--- config.mk ---
export PLATFORM = sky130hd
export DESIGN_NAME = tdx_cpu
export DESIGN_NICKNAME = d
export VERILOG_FILES = /design/src/rtl/tdx_cpu.sv
export SDC_FILE = /design/constraint.sdc
export NUM_CORES = 1
export LEC_CHECK = 0
export ABC_AREA = 1
export CORE_ASPECT_RATIO = 0.7
export CORE_MARGIN = 1.5
export CORE_UTILIZATION = 47
export DETAILED_ROUTE_END_ITERATION = 16
export PLACE_DENSITY = 0.67
export SLEW_MARGIN = 20
export SYNTH_ARGS = -nofsm -noshare
export SYNTH_HDL_FRONTEND = slang
export SYNTH_SLANG_ARGS = --single-unit
--- constraint.sdc ---
create_clock -name clock -period 3.2 [get_ports clock]
set_clock_uncertainty 0.15 [all_clocks]
set_input_delay 0.96 -clock clock [delete_from_list [all_inputs] [get_ports clock]]
set_output_delay 0.96 -clock clock [all_outputs]
set_load 0.02 [all_outputs]
--- src/rtl/tdx_cpu.sv ---
// tdx_cpu: tiny accumulator-style processor with a writable program memory.
//
// Ports
//   clock      rising-edge clock for all state
//   reset_n    asynchronous active-low reset (program memory is not cleared)
//   in_port    external input operand (DATA_W)
//   prog_we    program-memory write strobe, honoured only outside RUN
//   prog_addr  program-memory write address (PC_W)
//   prog_data  program-memory write data (INSTR_W)
//   start      enter RUN at PC 0 from LOAD or HALTED
//   step_mode  1 = execute only on step pulses, 0 = one instruction per cycle
//   step       single-step pulse
//   pc_out     current program counter
//   op         instruction word at the current PC
//   out_port   OUT register
//   alu_data   ALU result for the current instruction
//   running    high in RUN
//   halted     high in HALTED
module tdx_cpu #(
  parameter int DATA_W = 4,
  parameter int PC_W   = 4,
  localparam int INSTR_W = 4 + DATA_W
) (
  input  logic               clock,
  input  logic               reset_n,
  input  logic [DATA_W-1:0]  in_port,
  input  logic               prog_we,
  input  logic [PC_W-1:0]    prog_addr,
  input  logic [INSTR_W-1:0] prog_data,
  input  logic               start,
  input  logic               step_mode,
  input  logic               step,
  output logic [PC_W-1:0]    pc_out,
  output logic [INSTR_W-1:0] op,
  output logic [DATA_W-1:0]  out_port,
  output logic [DATA_W-1:0]  alu_data,
  output logic               running,
  output logic               halted
);

  typedef enum logic [1:0] {S_LOAD, S_RUN, S_HALTED} state_t;

  localparam logic [3:0] OP_ADD_A  = 4'b0000;
  localparam logic [3:0] OP_MOV_AB = 4'b0001;
  localparam logic [3:0] OP_IN_A   = 4'b0010;
  localparam logic [3:0] OP_MOV_AI = 4'b0011;
  localparam logic [3:0] OP_MOV_BA = 4'b0100;
  localparam logic [3:0] OP_ADD_B  = 4'b0101;
  localparam logic [3:0] OP_IN_B   = 4'b0110;
  localparam logic [3:0] OP_MOV_BI = 4'b0111;
  localparam logic [3:0] OP_JZ     = 4'b1000;
  localparam logic [3:0] OP_OUT_B  = 4'b1001;
  localparam logic [3:0] OP_OUT_A  = 4'b1010;
  localparam logic [3:0] OP_OUT_I  = 4'b1011;
  localparam logic [3:0] OP_HALT   = 4'b1100;
  localparam logic [3:0] OP_JNC    = 4'b1110;
  localparam logic [3:0] OP_JMP    = 4'b1111;

  logic [INSTR_W-1:0] mem [0:(1<<PC_W)-1];

  state_t            state, state_nxt;
  logic [PC_W-1:0]   pc, pc_nxt;
  logic [DATA_W-1:0] reg_a, reg_b, reg_out;
  logic [DATA_W-1:0] a_nxt, b_nxt, out_nxt;
  logic              flag_c, flag_z, c_nxt, z_nxt;

  logic [3:0]        opcode;
  logic [DATA_W-1:0] imm;
  logic [DATA_W-1:0] src;
  logic [DATA_W:0]   sum;
  logic              writes_reg;
  logic              exec;

  assign op     = mem[pc];
  assign opcode = op[INSTR_W-1:DATA_W];
  assign imm    = op[DATA_W-1:0];

  // Operand select: each writing opcode adds IM to one of A, B, in_port or zero.
  always_comb begin
    src = '0;
    case (opcode)
      OP_ADD_A, OP_MOV_BA, OP_OUT_A: src = reg_a;
      OP_MOV_AB, OP_ADD_B, OP_OUT_B: src = reg_b;
      OP_IN_A, OP_IN_B:              src = in_port;
      default:                       src = '0;
    endcase
  end

  assign sum        = {1'b0, src} + {1'b0, imm};
  assign alu_data   = sum[DATA_W-1:0];
  assign writes_reg = !opcode[3] || (opcode == OP_OUT_B) || (opcode == OP_OUT_A) ||
                      (opcode == OP_OUT_I);
  assign exec       = (state == S_RUN) && (!step_mode || step);

  // Program memory: no reset, so a loaded program survives reset_n.
  always_ff @(posedge clock) begin
    if (prog_we && (state != S_RUN)) mem[prog_addr] <= prog_data;
  end

  always_ff @(posedge clock or negedge reset_n) begin
    if (!reset_n) begin
      state   <= S_LOAD;
      pc      <= '0;
      reg_a   <= '0;
      reg_b   <= '0;
      reg_out <= '0;
      flag_c  <= 1'b0;
      flag_z  <= 1'b0;
    end else begin
      state   <= state_nxt;
      pc      <= pc_nxt;
      reg_a   <= a_nxt;
      reg_b   <= b_nxt;
      reg_out <= out_nxt;
      flag_c  <= c_nxt;
      flag_z  <= z_nxt;
    end
  end

  always_comb begin
    state_nxt = state;
    pc_nxt    = pc;
    a_nxt     = reg_a;
    b_nxt     = reg_b;
    out_nxt   = reg_out;
    c_nxt     = flag_c;
    z_nxt     = flag_z;
    case (state)
      S_LOAD, S_HALTED: begin
        if (start) begin
          state_nxt = S_RUN;
          pc_nxt    = '0;
          c_nxt     = 1'b0;
          z_nxt     = 1'b0;
        end
      end
      S_RUN: begin
        if (exec) begin
          pc_nxt = pc + PC_W'(1);
          case (opcode)
            OP_ADD_A, OP_MOV_AB, OP_IN_A, OP_MOV_AI: a_nxt   = alu_data;
            OP_MOV_BA, OP_ADD_B, OP_IN_B, OP_MOV_BI: b_nxt   = alu_data;
            OP_OUT_B, OP_OUT_A, OP_OUT_I:            out_nxt = alu_data;
            OP_JZ:   if (flag_z)  pc_nxt = imm[PC_W-1:0];
            OP_JNC:  if (!flag_c) pc_nxt = imm[PC_W-1:0];
            OP_JMP:  pc_nxt = imm[PC_W-1:0];
            // HALT holds the PC so pc_out still shows the HALT address.
            OP_HALT: begin
              pc_nxt    = pc;
              state_nxt = S_HALTED;
            end
            default: ;
          endcase
          if (writes_reg) begin
            c_nxt = sum[DATA_W];
            z_nxt = (alu_data == '0);
          end
        end
      end
      default: state_nxt = S_LOAD;
    endcase
  end

  assign pc_out   = pc;
  assign out_port = reg_out;
  assign running  = (state == S_RUN);
  assign halted   = (state == S_HALTED);

endmodule

# Yosys cells after proc, flatten, opt, wreduce, memory -nomap -nowiden
# Memory sizes are Yosys's and may differ from the RTL's.
# Index checks and enable logic that the tools add are counted.
# Widths: inputs -> output; s select.
# word_totals
ram_bits	128
word_cells	77
n_memories	1
input_bits	22
regBits	20
output_inout_bits	22
# memory_table
memory	words	width	rd	rd_clocked_by_memory_dff	write_ports	line	text
mem	16	8	1	0	1	59	logic [INSTR_W-1:0] mem [0:(1<<PC_W)-1];
# classes
n_eq_ne	22
add_sub_neg	2
n_reduce_logical	25
mux	20
# ops
operator	n
$eq 4x4->1 const B	7
$eq 4x3->1 const B	4
$mux 4	4
$pmux 4 s4	1
$pmux 4 s3	1
$reduce_and 3->1	4
$reduce_or 3->1	3
$eq 4x2->1 const B	2
$logic_not 4->1	2
$ne 2x1->1 const B	4
$pmux 4 s2	1
$reduce_and 4->1	2
$reduce_or 4->1	2
$mux 1	7
$mux 2	3
$add 4x4->5	1
$add 4x1->4 const B	1
$eq 4x1->1 const B	1
$logic_or 1x1->1	4
$ne 2x2->1 const B	2
$pmux 1 s2	2
$pmux 2 s2	1
$reduce_or 2->1	2
$eq 2x1->1 const B	1
5 further kinds	7

# Depth between registers and ports, before layout
# An unclocked memory read counts as a cell.
# depth
word_depth	9
ltp_mapped	20
ltp_nobuf	19

# Worst setup path after synthesis
# Ideal clock, no wire load.
# synth_path
kind	register to output
start	register pc[1], in the netlist pc_out[1]
end	output alu_data[2]
t_required_ps	2090
stages_incl_launch_ff	17
path_slack_ps	-679
path_buffers	2
arrival_time_ps	2769
path_cell_list	dfrtp_1 -> buf_4 -> inv_2 -> buf_4 -> nor2_1 -> o21ai_1 -> nand3_1 -> nand3_2 -> nand2_4 -> nand2_2 -> o21ai_1 -> nand2_1 -> nand3_1 -> ha_1 -> inv_1 -> fa_1 -> xnor2_1
# synth_via
elab_chain_cells	5
word_cells_on_any_way	14
classes_between	1 x add/sub; 7 x eq/ne; 1 x mux; 4 x reduce/logical; 1 x memory
# synth_lines
element	line	text
start: declaration	62	logic [PC_W-1:0] pc, pc_nxt;
start signal: assignment	111	pc <= pc_nxt;
$mem_v2 16x8 (*)	-	
named net op[5]	34	output logic [INSTR_W-1:0] op,
$eq 4x4->1 (tied with other cells)	81	case (opcode)
$reduce_or 3->1 or $reduce_or 2->1 (tied branches)	81	
$pmux 4 s3 (*)	81	
$add 4x4->5 (*)	89	assign sum = {1'b0, src} + {1'b0, imm};
end: declaration	36	output logic [DATA_W-1:0] alu_data,
# Mark *: on every way through the listed nets, which the timed path passes. The rest lies on a longest branch.

# Final worst setup path
# layout_path
start	register pc[2], in the netlist pc_out[2]
end	output alu_data[2]
# layout_via
elab_chain_cells	5
word_cells_on_any_way	14
classes_between	1 x add/sub; 7 x eq/ne; 1 x mux; 4 x reduce/logical; 1 x memory
# layout_lines
element	line
$mem_v2 16x8 (*)	-
$eq 4x4->1 (tied with other cells)	81
$reduce_or 3->1 or $reduce_or 2->1 (tied branches)	81
$pmux 4 s3	81
$add 4x4->5 (*)	89
# Every way passes the cells marked *; elsewhere a longest branch is shown, timed or not.

==> impl_metrics.csv <==
group,metric,value,unit
logic_synthesis,synth_warnings,0,
grt,grt_pass1_wl,27000,um
place,port_buffers,43,
final_layout,layout_common_cells,"180 x nand2_1, 128 x edfxtp_1, 78 x nor2_1",
place,gp_congestion,0.898,
power,p_per_area,1080,nW/um^2
job,cap_violations,0,
logic_synthesis,synth_edf_count,128,
sta,max_freq,242,MHz
setup_path,worstPathCellList,"inv_1 -> nand3_1 -> nand3_2 -> nand2_4 -> nand2_4 -> inv_4 -> nor3_4 -> nand2_1 -> nand3_2 -> ha_4 -> inv_2 -> fa_2 -> xnor2_4 -> buf_6",
setup_path,regToRegEndpoint,"flag_z$_DFFE_PN0P_",
cts,cts_buffer_depth,2,
detailed_routing,dr.pass1.iters,5,
cts,cts-htree-levels,4,
final_layout,nets,836,
power,irDropWorstVdd,0.527,mV
cts,worstSkewPairLatency,0.43,ns
status,violations,"setup timing",
logic_synthesis,synth_seq_cells,148,
setup_path,cpPeakStageDelay,0.42,ns
final_layout,layout_commonest_cell,"nand2_1",
setup_path,critPathArrivalTime,3.03,ns
setup_path,crit_type,"reg2out",
sta,fin_crit_sh,129,%
logic_synthesis,ys_types,31,
sta,hold_viol_final,0,
cts,cts_buffers,17,
detailed_routing,wirelength,17100,um
final_layout,num_antenna_cells,0,
status,status,"finished, violations left",
floorplanning,die-area,15300,um^2
detailed_routing,postRouteAntennaNets,0,
power,power_leakage,3.70,nW
min_path,hp-start,"out_port[0]$_DFFE_PN0P_",
sta,setup_viol,9,
sta,worstMarginPinSlew,0.717,ns
setup_path,r2r_setup_slack,-0.02,ns
logic_synthesis,synth-async-reset-ratio,13.5,%
floorplanning,die_h,104,um
logic_synthesis,synth_cells,695,
cts,cts.sinks,148,
floorplanning,coreArea,14100,um^2
detailed_routing,post_drt_wl_per_cell,16.9,um
place,hpwl,11800,um
final_layout,num-fill-cells,1108,
grt,grt-ovfl-total,0,
sta,rsz0062_at_grt,"true",
logic_synthesis,seq_area_frac_synth,63.4,%
setup_path,worstPathRequired,2.09,ns
floorplanning,initial_core_util,48.6,%
setup_path,crit_slowest_cell,"dfrtp_1",
detailed_routing,routed-via-count,5291,
grt,grt_max_degree,43,
detailed_routing,vias_per_cell,5.23,
floorplanning,io_pins,44,
min_path,min_path_type,"reg2reg",
cts,clk_pin_slew,0.06,ns
logic_synthesis,syn_avg_cell_area,9.87,um^2
grt,grt_use_total,23.7,%
floorplanning,rows,36,
grt,grt_pass1_vias,4926,
logic_synthesis,synth.top_cell.area_share,56.1,%
setup_path,cp-end-kind,"output port",
sta,setup_tns,-3.68,ns
logic_synthesis,yosys-top-cells-area,"edfxtp_1 56%, nand2_1 10%, dfrtp_1 7.3%, nand3_1 6.0%, nor2_1 4.3%",
grt,grt_antenna_before_repair,0,
final_layout,drive_gt1_share,22.4,%
detailed_routing,drt_iter0_drc,537,
setup_path,ff2ff_path_depth,17,
logic_synthesis,synth_nets,723,
sta,final_max_slew_viol_count,0,
setup_path,crit_path_start_kind,"flip-flop",
cts,root_buffer,"clkbuf_16",
sta,max_slew_margin,52.1,%
sta,fin_ws,-0.935,ns
floorplanning,die_width,147,um
detailed_routing,route.detailed.drc,0,
min_path,whs_path_depth,2,
setup_path,crit_path_max_fanout,10,
sta,finalCriticalPeriod,4.14,ns
final_layout,area_growth,29.0,%
setup_path,rr_startpoint,"pc_out[2]$_DFFE_PN0P_",
logic_synthesis,yosysTopAreaCell,"edfxtp_1",
cts,hold_buffers,0,
min_path,whs_endpoint,"out_port[0]$_DFFE_PN0P_",
logic_synthesis,synth-main-ff-cell,"edfxtp_1",
power,power,9.55,mW
logic_synthesis,netlist_area,6860,um^2
cts,cts_tree,"yes",
## logic make-up (layout without fill, tap and decap cells)
logic type,after synthesis,count (layout),share of synthesized area (%)
fa+ha+maj,6,6,1.20
buf+inv,108,234,7.12
xor+xnor,4,4,0.511
simple gates,372,372,23.4
compound gates,57,57,4.42
flops,148,148,63.4
## per-stage QoR
stage | util, % | hold WS [ns] | worst slack (ns) | instance area [um^2] | instances
after floorplan | - | 0.303 | -0.380 | 6940 | 695
after global placement | 56.8 | 0.325 | -0.978 | 8010 | 974
after detailed placement | 56.8 | 0.332 | -1.05 | 8010 | 974
after CTS | 62.7 | 0.348 | -0.922 | 8840 | 1011
after global routing | 62.7 | 0.373 | -1.08 | 8840 | 1011
final | 62.7 | 0.345 | -0.935 | 8840 | 1011
## metal layers
metal  track usage (%)  part of all wire (%)  up-vias
li1                  -                     -     2533
met1              35.6                    46     2545
met2              34.8                    45      199
met3              5.13                   8.2       14
met4              6.07                  0.84        0
met5                 0                     0        -
## Yosys cell counts (3+ instances only)
library cell	count
nand2_1	186
edfxtp_1	128
nand3_1	82
nor2_1	78
inv_1	71
o21ai_0	23
o21ai_1	21
dfrtp_1	20
inv_2	11
buf_2	9
a21oi_1	6
buf_4	6
nand4_1	6
buf_6	5
ha_1	5
nand2_2	5
o211ai_1	5
clkbuf_1	4
nand2_4	4
nand3_2	4
nor3_1	3
## state kept, by name (all words and copies together), names as in the netlist
name / cells
flag_c: 1
flag_z: 1
mem: 128
out_port: 4
pc_out: 4
reg_a: 4
reg_b: 4
state: 2
## worst max path at each step
stage                                from           to  cells after the start
floorplan           pc_out[0]$_DFFE_PN0P_  alu_data[2]                     15
global placement    pc_out[0]$_DFFE_PN0P_  alu_data[2]                     17
detailed placement  pc_out[0]$_DFFE_PN0P_  alu_data[2]                     17
CTS                 pc_out[0]$_DFFE_PN0P_  alu_data[2]                     17
global route        pc_out[0]$_DFFE_PN0P_  alu_data[3]                     19
finish              pc_out[2]$_DFFE_PN0P_  alu_data[2]                     14
## cell type report
type	count	area [um^2]	area share [%]
Clock buffer	17	425	4.81
Tap cell	190	238	2.69
Multi-Input combinational cell	439	2230	25.2
Clock inverter	15	210	2.38
Timing Repair Buffer	119	1070	12.2
Inverter	83	319	3.61
Sequential cell	148	4350	49.1
## report_power, final
group	internal [mW]	total (mW)	leakage, nW	switching, mW
Combinational	2.18	5.11	1.98	2.93
Sequential	2.24	2.34	1.41	0.0921
Clock	1.20	2.10	0.306	0.904
## worst max-delay path, delay by kind of cell, from the launching register on
kind | cells | cell delay, ns
buffers and inverters | 4 | 0.58
AND/OR/NAND/NOR | 7 | 0.87
adder cells (fa/ha/maj) | 2 | 0.54
XOR/XNOR | 1 | 0.19
flip-flops | 1 | 0.42
## repair_timing
item,CTS,global route
gates resized for setup,84,9
gates cloned,1,0
hold endpoints to repair,0,0
buffers inserted,4,0
endpoints found under the setup margin,13,17
pin swaps,9,1
No activity file was read; power rests on OpenSTA's default activity.
